### config.mk
export PLATFORM = sky130hd
export DESIGN_NAME = alu_exec_unit_flat
export DESIGN_NICKNAME = d
export VERILOG_FILES = /design/src/rtl/alu_pkg.sv /design/src/rtl/alu_exec_unit_if.sv /design/src/rtl/cond_check.sv /design/src/rtl/alu_exec_unit.sv /design/src/flat_wrapper.sv
export SDC_FILE = /design/constraint.sdc
export NUM_CORES = 1
export LEC_CHECK = 0
export CAP_MARGIN = 20
export CORE_UTILIZATION = 60
export DETAILED_ROUTE_END_ITERATION = 10
export PLACE_DENSITY = 0.9
export RECOVER_POWER = 100
export SETUP_SLACK_MARGIN = 0.5
export SYNTH_ARGS = -nofsm -noshare
export SYNTH_HDL_FRONTEND = slang
export SYNTH_SLANG_ARGS = --single-unit
export TNS_END_PERCENT = 100
### constraint.sdc
create_clock -name clk -period 4.4 [get_ports clk]
set_input_delay 1.1 -clock clk [delete_from_list [all_inputs] [get_ports clk]]
set_output_delay 1.1 -clock clk [all_outputs]
set_load 0.03 [all_outputs]
### src/rtl/alu_pkg.sv
// Shared opcodes, condition codes, flag positions and FSM encodings for the ALU execute stage.
package alu_pkg;

  typedef enum logic [3:0] {
    OpAnd = 4'h0, OpXor = 4'h1, OpSub = 4'h2, OpRsb = 4'h3, OpAdd = 4'h4,
    OpCmp = 4'h5, OpCmn = 4'h6, OpOrr = 4'h7, OpMov = 4'h8, OpLsl = 4'h9,
    OpLsr = 4'hA, OpBic = 4'hB, OpMvn = 4'hC
  } alu_op_e;

  localparam logic [3:0] CondEq = 4'h0, CondNe = 4'h1, CondCs = 4'h2, CondCc = 4'h3;
  localparam logic [3:0] CondMi = 4'h4, CondPl = 4'h5, CondVs = 4'h6, CondVc = 4'h7;
  localparam logic [3:0] CondHi = 4'h8, CondLs = 4'h9, CondGe = 4'hA, CondLt = 4'hB;
  localparam logic [3:0] CondGt = 4'hC, CondLe = 4'hD, CondAl = 4'hE, CondNv = 4'hF;

  localparam int unsigned FlagN = 3;
  localparam int unsigned FlagZ = 2;
  localparam int unsigned FlagC = 1;
  localparam int unsigned FlagV = 0;

  typedef logic [1:0] state_t;
  localparam state_t StIdle  = 2'd0;
  localparam state_t StShift = 2'd1;
  localparam state_t StDone  = 2'd2;

  // Bits are only written when the condition passed and the mask enables that pair.
  function automatic logic [3:0] upd_flags(input logic [3:0] old, input logic n, input logic z,
                                           input logic c, input logic v,
                                           input logic [1:0] fw, input logic ex);
    logic [3:0] f;
    f = old;
    if (ex && fw[1]) begin
      f[FlagN] = n;
      f[FlagZ] = z;
    end
    if (ex && fw[0]) begin
      f[FlagC] = c;
      f[FlagV] = v;
    end
    return f;
  endfunction

endpackage

### src/rtl/alu_exec_unit_if.sv
// Request/response bundle between the decoder, the execute stage and writeback.
interface alu_exec_unit_if #(
  parameter int unsigned WIDTH   = 32,
  parameter int unsigned SHAMT_W = 5
);
  logic               start;
  logic [3:0]         alu_ctrl;
  logic [1:0]         flag_w;
  logic [3:0]         cond;
  logic [WIDTH-1:0]   a;
  logic [WIDTH-1:0]   b;
  logic [SHAMT_W-1:0] shamt;
  logic               busy;
  logic               done;
  logic [WIDTH-1:0]   result;
  logic               res_we;
  logic [3:0]         flags;

  modport master (
    output start, alu_ctrl, flag_w, cond, a, b, shamt,
    input  busy, done, result, res_we, flags
  );

  modport slave (
    input  start, alu_ctrl, flag_w, cond, a, b, shamt,
    output busy, done, result, res_we, flags
  );
endinterface

### src/rtl/cond_check.sv
// ARM-style condition evaluation against the {N,Z,C,V} flags.
module cond_check
  import alu_pkg::*;
(
  input  logic [3:0] i_cond,
  input  logic [3:0] i_flags,
  output logic       o_cond_ex
);
  logic w_n, w_z, w_c, w_v;

  assign w_n = i_flags[FlagN];
  assign w_z = i_flags[FlagZ];
  assign w_c = i_flags[FlagC];
  assign w_v = i_flags[FlagV];

  always_comb begin
    o_cond_ex = 1'b1;
    unique case (i_cond)
      CondEq:  o_cond_ex = w_z;
      CondNe:  o_cond_ex = !w_z;
      CondCs:  o_cond_ex = w_c;
      CondCc:  o_cond_ex = !w_c;
      CondMi:  o_cond_ex = w_n;
      CondPl:  o_cond_ex = !w_n;
      CondVs:  o_cond_ex = w_v;
      CondVc:  o_cond_ex = !w_v;
      CondHi:  o_cond_ex = w_c && !w_z;
      CondLs:  o_cond_ex = !w_c || w_z;
      CondGe:  o_cond_ex = (w_n == w_v);
      CondLt:  o_cond_ex = (w_n != w_v);
      CondGt:  o_cond_ex = !w_z && (w_n == w_v);
      CondLe:  o_cond_ex = w_z || (w_n != w_v);
      default: o_cond_ex = 1'b1;
    endcase
  end
endmodule

### src/rtl/alu_exec_unit.sv
// ALU execute stage: single-cycle logic/arithmetic ops, bit-serial shifts, NZCV flag register.
module alu_exec_unit
  import alu_pkg::*;
#(
  parameter int unsigned WIDTH   = 32,
  parameter int unsigned SHAMT_W = 5
) (
  input  logic            clk,
  input  logic            rst_n,
  alu_exec_unit_if.slave  bus
);
  state_t             r_state, w_state_d;
  logic [3:0]         r_op, w_op_d;
  logic [1:0]         r_fw, w_fw_d;
  logic               r_cond_ex, w_cond_ex_d;
  logic [WIDTH-1:0]   r_acc, w_acc_d;
  logic [SHAMT_W-1:0] r_cnt, w_cnt_d;
  logic [WIDTH-1:0]   r_result, w_result_d;
  logic [3:0]         r_flags, w_flags_d;
  logic               r_res_we, w_res_we_d;

  logic               w_cond_ex;
  logic               w_is_shift;
  logic [WIDTH-1:0]   w_x, w_y, w_res, w_shift_res;
  logic               w_cin, w_c, w_v, w_ovf;
  logic [WIDTH:0]     w_sum;

  cond_check u_cond_check (
    .i_cond    (bus.cond),
    .i_flags   (r_flags),
    .o_cond_ex (w_cond_ex)
  );

  assign w_is_shift = ((bus.alu_ctrl == OpLsl) || (bus.alu_ctrl == OpLsr)) &&
                      (bus.shamt != '0);
  assign w_shift_res = (r_op == OpLsl) ? (r_acc << 1) : (r_acc >> 1);

  // One adder serves ADD/CMN (a+b), SUB/CMP (a+~b+1) and RSB (b+~a+1).
  always_comb begin
    w_x   = bus.a;
    w_y   = bus.b;
    w_cin = 1'b0;
    unique case (bus.alu_ctrl)
      OpSub, OpCmp: begin w_y = ~bus.b; w_cin = 1'b1; end
      OpRsb:        begin w_x = bus.b; w_y = ~bus.a; w_cin = 1'b1; end
      default:      ;
    endcase
  end

  assign w_sum = {1'b0, w_x} + {1'b0, w_y} + {{WIDTH{1'b0}}, w_cin};
  assign w_ovf = (w_x[WIDTH-1] == w_y[WIDTH-1]) && (w_sum[WIDTH-1] != w_x[WIDTH-1]);

  always_comb begin
    w_res = '0;
    w_c   = 1'b0;
    w_v   = 1'b0;
    unique case (bus.alu_ctrl)
      OpAnd: w_res = bus.a & bus.b;
      OpXor: w_res = bus.a ^ bus.b;
      OpSub, OpRsb, OpAdd, OpCmp, OpCmn: begin
        w_res = w_sum[WIDTH-1:0];
        w_c   = w_sum[WIDTH];
        w_v   = w_ovf;
      end
      OpOrr: w_res = bus.a | bus.b;
      OpMov, OpLsl, OpLsr: w_res = bus.b;
      OpBic: w_res = bus.a & ~bus.b;
      OpMvn: w_res = ~bus.b;
      default: w_res = '0;
    endcase
  end

  always_comb begin
    w_state_d   = r_state;
    w_op_d      = r_op;
    w_fw_d      = r_fw;
    w_cond_ex_d = r_cond_ex;
    w_acc_d     = r_acc;
    w_cnt_d     = r_cnt;
    w_result_d  = r_result;
    w_flags_d   = r_flags;
    w_res_we_d  = 1'b0;
    if (r_state == StShift) begin
      if (r_cnt == SHAMT_W'(1)) begin
        w_result_d = w_shift_res;
        w_flags_d  = upd_flags(r_flags, w_shift_res[WIDTH-1], (w_shift_res == '0), 1'b0, 1'b0,
                               r_fw, r_cond_ex);
        w_res_we_d = r_cond_ex;
        w_cnt_d    = '0;
        w_state_d  = StDone;
      end else begin
        w_acc_d = w_shift_res;
        w_cnt_d = r_cnt - SHAMT_W'(1);
      end
    end else if (bus.start) begin
      w_op_d      = bus.alu_ctrl;
      w_fw_d      = bus.flag_w;
      w_cond_ex_d = w_cond_ex;
      if (w_is_shift) begin
        w_acc_d   = bus.b;
        w_cnt_d   = bus.shamt;
        w_state_d = StShift;
      end else begin
        w_result_d = w_res;
        w_flags_d  = upd_flags(r_flags, w_res[WIDTH-1], (w_res == '0), w_c, w_v,
                               bus.flag_w, w_cond_ex);
        w_res_we_d = w_cond_ex && (bus.alu_ctrl != OpCmp) && (bus.alu_ctrl != OpCmn);
        w_state_d  = StDone;
      end
    end else begin
      w_state_d = StIdle;
    end
  end

  always_ff @(posedge clk or negedge rst_n) begin
    if (!rst_n) begin
      r_state   <= StIdle;
      r_op      <= '0;
      r_fw      <= '0;
      r_cond_ex <= 1'b0;
      r_acc     <= '0;
      r_cnt     <= '0;
      r_result  <= '0;
      r_flags   <= '0;
      r_res_we  <= 1'b0;
    end else begin
      r_state   <= w_state_d;
      r_op      <= w_op_d;
      r_fw      <= w_fw_d;
      r_cond_ex <= w_cond_ex_d;
      r_acc     <= w_acc_d;
      r_cnt     <= w_cnt_d;
      r_result  <= w_result_d;
      r_flags   <= w_flags_d;
      r_res_we  <= w_res_we_d;
    end
  end

  assign bus.busy   = (r_state == StShift);
  assign bus.done   = (r_state == StDone);
  assign bus.result = r_result;
  assign bus.res_we = r_res_we;
  assign bus.flags  = r_flags;
endmodule

### src/flat_wrapper.sv
// flat-port wrapper written by rule: the top's interface ports become plain ports
module alu_exec_unit_flat import alu_pkg::*;
#(
  parameter int unsigned WIDTH   = 32,
  parameter int unsigned SHAMT_W = 5
)
  (clk, rst_n, bus_start, bus_alu_ctrl, bus_flag_w, bus_cond, bus_a, bus_b, bus_shamt, bus_busy, bus_done, bus_result, bus_res_we, bus_flags);
  alu_exec_unit_if #(.WIDTH(WIDTH), .SHAMT_W(SHAMT_W)) bus_i ();
  input  logic clk;
  input  logic rst_n;
  input wire logic [$bits(bus_i.start)-1:0] bus_start;
  input wire logic [$bits(bus_i.alu_ctrl)-1:0] bus_alu_ctrl;
  input wire logic [$bits(bus_i.flag_w)-1:0] bus_flag_w;
  input wire logic [$bits(bus_i.cond)-1:0] bus_cond;
  input wire logic [$bits(bus_i.a)-1:0] bus_a;
  input wire logic [$bits(bus_i.b)-1:0] bus_b;
  input wire logic [$bits(bus_i.shamt)-1:0] bus_shamt;
  output wire logic [$bits(bus_i.busy)-1:0] bus_busy;
  output wire logic [$bits(bus_i.done)-1:0] bus_done;
  output wire logic [$bits(bus_i.result)-1:0] bus_result;
  output wire logic [$bits(bus_i.res_we)-1:0] bus_res_we;
  output wire logic [$bits(bus_i.flags)-1:0] bus_flags;
  assign bus_i.start = bus_start;
  assign bus_i.alu_ctrl = bus_alu_ctrl;
  assign bus_i.flag_w = bus_flag_w;
  assign bus_i.cond = bus_cond;
  assign bus_i.a = bus_a;
  assign bus_i.b = bus_b;
  assign bus_i.shamt = bus_shamt;
  assign bus_busy = bus_i.busy;
  assign bus_done = bus_i.done;
  assign bus_result = bus_i.result;
  assign bus_res_we = bus_i.res_we;
  assign bus_flags = bus_i.flags;
  alu_exec_unit #(.WIDTH(WIDTH), .SHAMT_W(SHAMT_W)) u_core (.clk(clk), .rst_n(rst_n), .bus(bus_i));
endmodule
==> metrics.md, run 1 <==
| Metric | Value |
|---|---|
| Status | `aborted with a tool error` |
| Fail Step | `global routing (5_1_grt)` |
| Stop err | `[ERROR GRT-0116] Global routing finished with congestion. Check the congestion regions in the DRC Viewer.` |
| Commonest register cell after synthesis | `dfrtp_1` |
| RD Place Congestion | `1.133` |
| EDFF count, synth | `0` |
| Row count | `46` |
| Yosys top cell by area | `dfrtp_1` |
| Total grt overflow | `102` |
| Cells after Synth | `1471` |
| Yosys reg bits | `83` |
| Die Span Y | `130.8 um` |
| I/O Buffers | `120` |
| Post-cts hold buffer count | `0` |
| Top cells by count, synth | `nand2_1, o21ai_0, a21oi_1` |
| Mapped Area | `9960 um2` |
| Maximum number of pins on one net before global-route repair | `84` |
| # H-tree levels | `3` |
| Yosys top cell area share | `0.2085` |
| DP HPWL | `31520 um` |
| Yosys Warn Count | `0` |
| Initial core utilization | `0.6202` |
| Die Span X | `130.8 um` |
| Synth unique cells | `84` |
| Io pins | `121` |
| Global-route wire length before repair | `103500 um` |
| Root Driver | `clkbuf_16` |
| GRT Util Overall | `0.8050` |
| Syn_nets | `1620` |
| CTS Buf Count | `9` |
| Vias in the first global route | `17600` |
| Ys async rst share | `1.000` |
| Cell with the most instances after synthesis | `nand2_1` |
| Synth top area cells | `dfrtp_1, o21ai_0, nand2_1` |
| Seq/Total Area, Yosys | `0.2085` |
| Max clock buf depth | `2` |
| Clock sinks | `83` |
| Syn Area/Cell | `6.771 um2` |
stage by stage:
step           worst slack, ps  cell area, um2  std cells
3_3_place_gp            -714.1           13160       1943
2_1_floorplan           -347.8           10170       1471
4_1_cts                 -64.41           14680       2008
3_5_place_dp            -990.6           13160       1943
kinds of logic after synthesis:
group / count (synthesis) / share of synthesized area
XOR/XNOR: 30 / 0.02638
multiplexers: 31 / 0.03430
adder cells (fa/ha/maj): 67 / 0.08568
AND/OR/NAND/NOR: 521 / 0.2347
flip-flops: 83 / 0.2085
buffers and inverters: 208 / 0.08430
AO/OA/AOI/OAI: 531 / 0.3261
metal layers:
layer  global-route usage  overflow
met1               0.8191         5
met2               0.9371        45
met3               0.6645         6
met4               0.8087        46
met5               0.3941         0
what timing repair did:
item | CTS
setup endpoints to repair | 34
endpoints found under the hold margin | 0
gates resized for setup | 194
setup buffers | 45
gates cloned | 4
pin swaps | 85
==> inputs of run 2 (changes only) <==
--- a/config.mk
+++ b/config.mk
@@ -6,11 +6,10 @@
 export NUM_CORES = 1
 export LEC_CHECK = 0
 export CAP_MARGIN = 20
-export CORE_UTILIZATION = 60
+export CORE_UTILIZATION = 40
 export DETAILED_ROUTE_END_ITERATION = 10
-export PLACE_DENSITY = 0.9
+export PLACE_DENSITY_LB_ADDON = 0.15
 export RECOVER_POWER = 100
-export SETUP_SLACK_MARGIN = 0.5
 export SYNTH_ARGS = -nofsm -noshare
 export SYNTH_HDL_FRONTEND = slang
 export SYNTH_SLANG_ARGS = --single-unit
==> metrics.md, run 2 <==
| Metric | Value |
|---|---|
| CP Buf/Inv Count | `7` |
| Maximum number of pins on one net before global-route repair | `68` |
| Via/cell ratio | `5.870` |
| Synth top area cells | `dfrtp_1, o21ai_0, nand2_1` |
| Setup crit end | `u_core.bus.flags[2]$_DFFE_PN0P_` |
| DR vias | `12760` |
| PD cells | `318.7 nW/um2` |
| Fin. Hold Viols | `0` |
| RD Place Congestion | `0.9574` |
| Unrepaired setup endpoints after global routing | `yes` |
| Antenna Cells | `0` |
| Fin Clk Skew | `5.616 ps` |
| Reg2Reg Depth | `11` |
| FF/Latch Area | `2077 um2` |
| Cell family with most CP delay | `compound AO/OA/AOI/OAI gates` |
| Syn_nets | `1620` |
| CP Launch Type | `primary input` |
| GRT Util Overall | `0.3304` |
| TritonRoute pass-1 iters | `8` |
| Yosys top cell area share | `0.2085` |
| Status | `finished, violations left` |
| Core Util, Final | `0.6129` |
| Most frequent cells in the layout | `buf_4, nand2_1, o21ai_0, nor2_1, a21oi_1` |
| I/O Buffers | `120` |
| Worst min path class | `reg2reg` |
| Post-synthesis to final-layout area growth | `50.09%` |
| Clk_lat worst skew | `340 ps` |
| Peak supply drop | `0.2545 mV` |
| Yosys Warn Count | `0` |
| Yosys reg bits | `83` |
| Row count | `57` |
| Placed cells | `2121` |
| Slowest-stage cell, CP | `a222oi_1` |
| Area of the multi-input gates | `7635 um2` |
| Worst slack, placed | `-939.3 ps` |
| Io pins | `121` |
| CP arrival | `4820 ps` |
| Clock sinks | `83` |
| Die Span X | `159.8 um` |
| CP Launch Point | `bus_alu_ctrl[1]` |
| Fillcell total | `2277` |
| CP peak stage delay | `410 ps` |
| Initial antenna violation count | `0` |
| Static Leakage | `6.602 nW` |
| Peak Freq | `220.3 MHz` |
| CP Class | `in2reg` |
| Initial core utilization | `0.4083` |
| Final WL | `43270 um` |
| Seq/Total Area, Yosys | `0.2085` |
| Slew Viols, Final | `68` |
| Die ar. | `25530 um2` |
| TritonCTS clock tree | `yes` |
| Most common cell after layout, fill and taps aside | `buf_4` |
| DRC | `0` |
| Cells after Synth | `1471` |
| Worst r2r src | `u_core.r_state[1]$_DFFE_PN0P_` |
| Vias in the first global route | `11660` |
| Cell with the most instances after synthesis | `nand2_1` |
| R2r setup slk | `1330 ps` |
| Yosys top cell by area | `dfrtp_1` |
| Worst-margin pin slew | `1700 ps` |
| Final setup viols | `1` |
| Max cap viols | `1` |
| Worst rel slew slack | `-0.1333` |
| 1st-iter DRT viols | `1349` |
| Min Tclk post-route | `4540 ps` |
| Commonest register cell after synthesis | `dfrtp_1` |
| Die Span Y | `159.8 um` |
| Top cells by count, synth | `nand2_1, o21ai_0, a21oi_1` |
| Core box area | `24390 um2` |
| Fin crit share | `1.032` |
| Ys async rst share | `1.000` |
| EDFF count, synth | `0` |
| Crit path depth | `22` |
| Global-route wire length before repair | `66150 um` |
| Synth unique cells | `84` |
| Clock transition at path regs | `60 ps` |
| Required @ worst endpoint | `4680 ps` |
| Antenna Nets Post-Route | `0` |
| Area post-placement | `13750 um2` |
| Mapped Area | `9960 um2` |
| Violated checks | `capacitance limit, slew limit, setup timing` |
| Syn Area/Cell | `6.771 um2` |
| Root Driver | `clkbuf_16` |
| Reg-to-Reg End | `u_core.bus.flags[2]$_DFFE_PN0P_` |
| Final instance area | `14950 um2` |
| CTS Buf Count | `9` |
| WL/cell | `19.91 um` |
| Fraction of layout cells with a size suffix above 1 | `0.2774` |
| DP HPWL | `33060 um` |
| Max clock buf depth | `2` |
| Non-filler instance count after layout | `2173` |
| Total grt overflow | `0` |
| Fin worst setup slack | `-140.1 ps` |
| Nets | `1993` |
| CP max FO | `4` |
| # H-tree levels | `3` |
| Worst-path cell chain | `buf_8 -> buf_6 -> buf_6 -> nand2_4 -> a21oi_4 -> buf_12 -> buf_16 -> o221ai_4 -> o21ai_4 -> fa_2 -> inv_2 -> fa_2 -> xor2_1 -> a222oi_1 -> o31ai_2 -> nor3_1 -> nand4b_1 -> buf_4 -> nor4_2 -> and3_1 -> and4b_1 -> a31o_1` |
| CP Capture Type | `flop` |
-- run 2: cell counts after synthesis --
Identical to the previous run, type by type.
-- run 2: through the flow --
stage	total power [W]	TNS, ps	hold slack [ps]
4_1_cts	0.004689	-42.82	479.8
6_report	0.004764	-140.1	470.4
2_1_floorplan	0.002548	-1237	445.6
5_1_grt	0.005043	-710.6	505.6
3_5_place_dp	0.003749	-17310	464.2
3_3_place_gp	0.003719	-17000	456.7
-- run 2: cells by family (layout without fill, tap and decap cells) --
group	Yosys count	in the layout	share of synthesized area
buffers and inverters	208	586	0.08430
AND/OR/NAND/NOR	521	521	0.2347
AO/OA/AOI/OAI	531	531	0.3261
flip-flops	83	83	0.2085
multiplexers	31	31	0.03430
adder cells (fa/ha/maj)	67	67	0.08568
XOR/XNOR	30	30	0.02638
-- run 2: per-layer routing --
| layer | GRT usage | up-vias | wire length, um |
|---|---|---|---|
| li1 | - | 6046 | - |
| met1 | 0.4846 | 5930 | 19340 |
| met2 | 0.4915 | 683 | 18370 |
| met3 | 0.04545 | 97 | 4076 |
| met4 | 0.1169 | 0 | 1483 |
| met5 | 0 | - | 0 |
-- run 2: what timing repair did --
item | CTS | global route
buffers inserted | 22 | 15
endpoints found under the setup margin | 27 | 17
pin swaps | 43 | 49
hold buffers | 0 | 0
gates resized for setup | 72 | 79
gates cloned | 2 | 1
-- run 2: power by group --
| group | internal, W | leakage (nW) | switching (W) |
|---|---|---|---|
| sequential | 0.00103 | 1.01 | 0.000277 |
| clock | 0.000545 | 0.166 | 0.000305 |
| combinational | 0.00117 | 5.43 | 0.00144 |
-- run 2: layout make-up --
type                            instances  area share
Sequential cell                        83      0.1389
Clock buffer                           13     0.01808
Timing Repair Buffer                  486      0.2789
Inverter                               84     0.02160
Clock inverter                          3    0.004604
Multi-Input combinational cell       1180      0.5108
Tap cell                              324     0.02712
-- run 2: worst min path at each step --
stage / from / to / slack, ps / cells after the start
2_1_floorplan: u_core.r_fw[0]$_DFFE_PN0P_ / u_core.r_fw[0]$_DFFE_PN0P_ / 450 / 2
3_3_place_gp: u_core.bus.result[18]$_DFFE_PN0P_ / u_core.bus.result[18]$_DFFE_PN0P_ / 460 / 2
3_5_place_dp: u_core.r_fw[0]$_DFFE_PN0P_ / u_core.r_fw[0]$_DFFE_PN0P_ / 460 / 2
4_1_cts: u_core.r_fw[0]$_DFFE_PN0P_ / u_core.r_fw[0]$_DFFE_PN0P_ / 480 / 2
5_1_grt: u_core.bus.result[0]$_DFFE_PN0P_ / u_core.bus.result[0]$_DFFE_PN0P_ / 510 / 1
6_report: u_core.bus.result[29]$_DFFE_PN0P_ / u_core.bus.result[29]$_DFFE_PN0P_ / 470 / 1
Power figures use the tool's default switching activity.
==> inputs of run 3 (changes only) <==
--- a/config.mk
+++ b/config.mk
@@ -7,6 +7,7 @@
 export LEC_CHECK = 0
 export CAP_MARGIN = 20
 export CORE_UTILIZATION = 40
+export CTS_BUF_LIST = sky130_fd_sc_hd__clkbuf_4 sky130_fd_sc_hd__clkbuf_8
 export DETAILED_ROUTE_END_ITERATION = 10
 export PLACE_DENSITY_LB_ADDON = 0.15
 export RECOVER_POWER = 100
==> metrics.md, run 3 (same netlist as run 2, synthesis figures left out) <==
| Metric | Value |
|---|---|
| Status | `finished, violations left` |
| Violated checks | `capacitance limit, slew limit, setup timing` |
| Antenna Cells | `0` |
| RD Place Congestion | `0.9574` |
| Final WL | `43050 um` |
| Clock sinks | `83` |
| Fin Clk Skew | `9.278 ps` |
| Worst rel slew slack | `-0.1378` |
| Fin. Hold Viols | `0` |
| Die Span X | `159.8 um` |
| PD cells | `308.2 nW/um2` |
| Core box area | `24390 um2` |
| CP arrival | `4780 ps` |
| CTS Buf Count | `9` |
| Nets | `1987` |
| Met2 usage | `0.4936` |
| Fin crit share | `1.017` |
| Peak Freq | `223.4 MHz` |
| Fraction of layout cells with a size suffix above 1 | `0.2778` |
| Max cap viols | `1` |
| Die ar. | `25530 um2` |
| CP Launch Type | `primary input` |
| CP Capture Type | `flop` |
| Most frequent cells in the layout | `buf_4, nand2_1, o21ai_0, nor2_1, a21oi_1` |
| Root Driver | `clkbuf_8` |
| Unrepaired setup endpoints after global routing | `yes` |
| Post-synthesis to final-layout area growth | `48.54%` |
| Fin worst setup slack | `-75.51 ps` |
| Via/cell ratio | `5.833` |
| Area post-placement | `13750 um2` |
| Io pins | `121` |
| Max clock buf depth | `2` |
| Slew Viols, Final | `68` |
| R2r setup slk | `1310 ps` |
| Global Route met3 Usage | `0.05558` |
| # H-tree levels | `3` |
| Clk_lat worst skew | `360 ps` |
| Final instance area | `14790 um2` |
| Initial antenna violation count | `0` |
| Initial core utilization | `0.4083` |
| Vias in the first global route | `11710` |
| GRT Util Overall | `0.3305` |
| DRC | `0` |
| Core Util, Final | `0.6065` |
| Worst-margin pin slew | `1707 ps` |
| TritonCTS clock tree | `yes` |
| Global-route wire length before repair | `66300 um` |
| Antenna Nets Post-Route | `0` |
| 1st-iter DRT viols | `1240` |
| Maximum number of pins on one net before global-route repair | `68` |
| Required @ worst endpoint | `4700 ps` |
| Die Span Y | `159.8 um` |
| Final setup viols | `1` |
| Clock transition at path regs | `80 ps` |
| Worst r2r src | `u_core.r_state[0]$_DFFE_PN0P_` |
| Row count | `57` |
| Min Tclk post-route | `4476 ps` |
| Routing usage on met1 | `0.4793` |
| I/O Buffers | `120` |
| WL/cell | `19.87 um` |
| CP Class | `in2reg` |
| CP Launch Point | `bus_alu_ctrl[3]` |
| CP max FO | `5` |
| Peak supply drop | `0.1985 mV` |
| Reg2Reg Depth | `11` |
| Worst slack, placed | `-939.3 ps` |
| GR peak layer | `met2` |
| DP HPWL | `33060 um` |
| Static Leakage | `6.513 nW` |
| DR vias | `12640` |
| Reg-to-Reg End | `u_core.bus.flags[2]$_DFFE_PN0P_` |
| Most common cell after layout, fill and taps aside | `buf_4` |
| Worst min path class | `reg2reg` |
| Post-cts hold buffer count | `0` |
| TritonRoute pass-1 iters | `5` |
| Setup crit end | `u_core.bus.flags[2]$_DFFE_PN0P_` |
| Total grt overflow | `0` |
## run 3: cell types whose count changed in the layout (fill, tap and decap cells not counted), moves of 5 or more
cell / change
clkbuf_16: -10
a21oi_2: -5
clkbuf_8: +9
o21ai_1: -5
o21ai_0: +7
buf_6: -5
## run 3: metal layers
layer	routed length, um	vias to the layer above
met5	0	-
met4	1147	0
met3	4450	74
met2	18390	656
met1	19060	5884
li1	-	6027
## run 3: worst max-delay path, cell delays in order
cell	delay [ps]
buf_6	90
or3_4	390
buf_8	160
o221ai_4	130
o21ai_2	90
fa_2	400
inv_2	70
fa_2	270
nand3_2	120
a211oi_4	350
o211ai_1	190
a31oi_1	200
buf_4	180
o21a_1	170
o211ai_1	150
nor2_1	140
nor4b_2	180
and4b_1	250
a31o_1	150
## run 3: worst min-delay path by stage
stage,start,end,slack (ps),depth (start not counted)
2_1_floorplan,u_core.r_fw[0]$_DFFE_PN0P_,u_core.r_fw[0]$_DFFE_PN0P_,450,2
3_3_place_gp,u_core.bus.result[18]$_DFFE_PN0P_,u_core.bus.result[18]$_DFFE_PN0P_,460,2
3_5_place_dp,u_core.r_fw[0]$_DFFE_PN0P_,u_core.r_fw[0]$_DFFE_PN0P_,460,2
4_1_cts,u_core.r_fw[0]$_DFFE_PN0P_,u_core.r_fw[0]$_DFFE_PN0P_,490,2
5_1_grt,u_core.bus.result[0]$_DFFE_PN0P_,u_core.bus.result[0]$_DFFE_PN0P_,510,1
6_report,u_core.bus.result[29]$_DFFE_PN0P_,u_core.bus.result[29]$_DFFE_PN0P_,480,1
## run 3: timing repair
action | 4_1_cts | 5_1_grt
pin swaps | 41 | 43
gates cloned | 2 | 0
setup endpoints to repair | 26 | 15
hold endpoints to repair | 0 | 0
gates resized for setup | 76 | 67
buffers inserted | 20 | 11
## run 3: layout make-up
type	instances	area (um2)
Timing Repair Buffer	480	4073
Clock buffer	13	172.7
Clock inverter	3	68.82
Sequential cell	83	2077
Tap cell	324	405.4
Fill cell	2296	9597
Multi-Input combinational cell	1180	7680
Inverter	84	317.8
## run 3: where the power goes
group / switching [W] / internal (W)
Combinational: 0.00144 / 0.00116
Sequential: 0.000278 / 0.00103
Clock: 0.000276 / 0.000374
## run 3: per-stage QoR
stage / std cells / total power (W) / hold slack (ps) / TNS, ps
final: 2167 / 0.004559 / 476.0 / -75.51
after global placement: 2121 / 0.003719 / 456.7 / -17000
after floorplan: 1471 / 0.002548 / 445.6 / -1237
after global routing: 2167 / 0.004847 / 511.7 / -548.1
after CTS: 2158 / 0.004489 / 485.3 / -4.181
after detailed placement: 2121 / 0.003749 / 464.2 / -17310
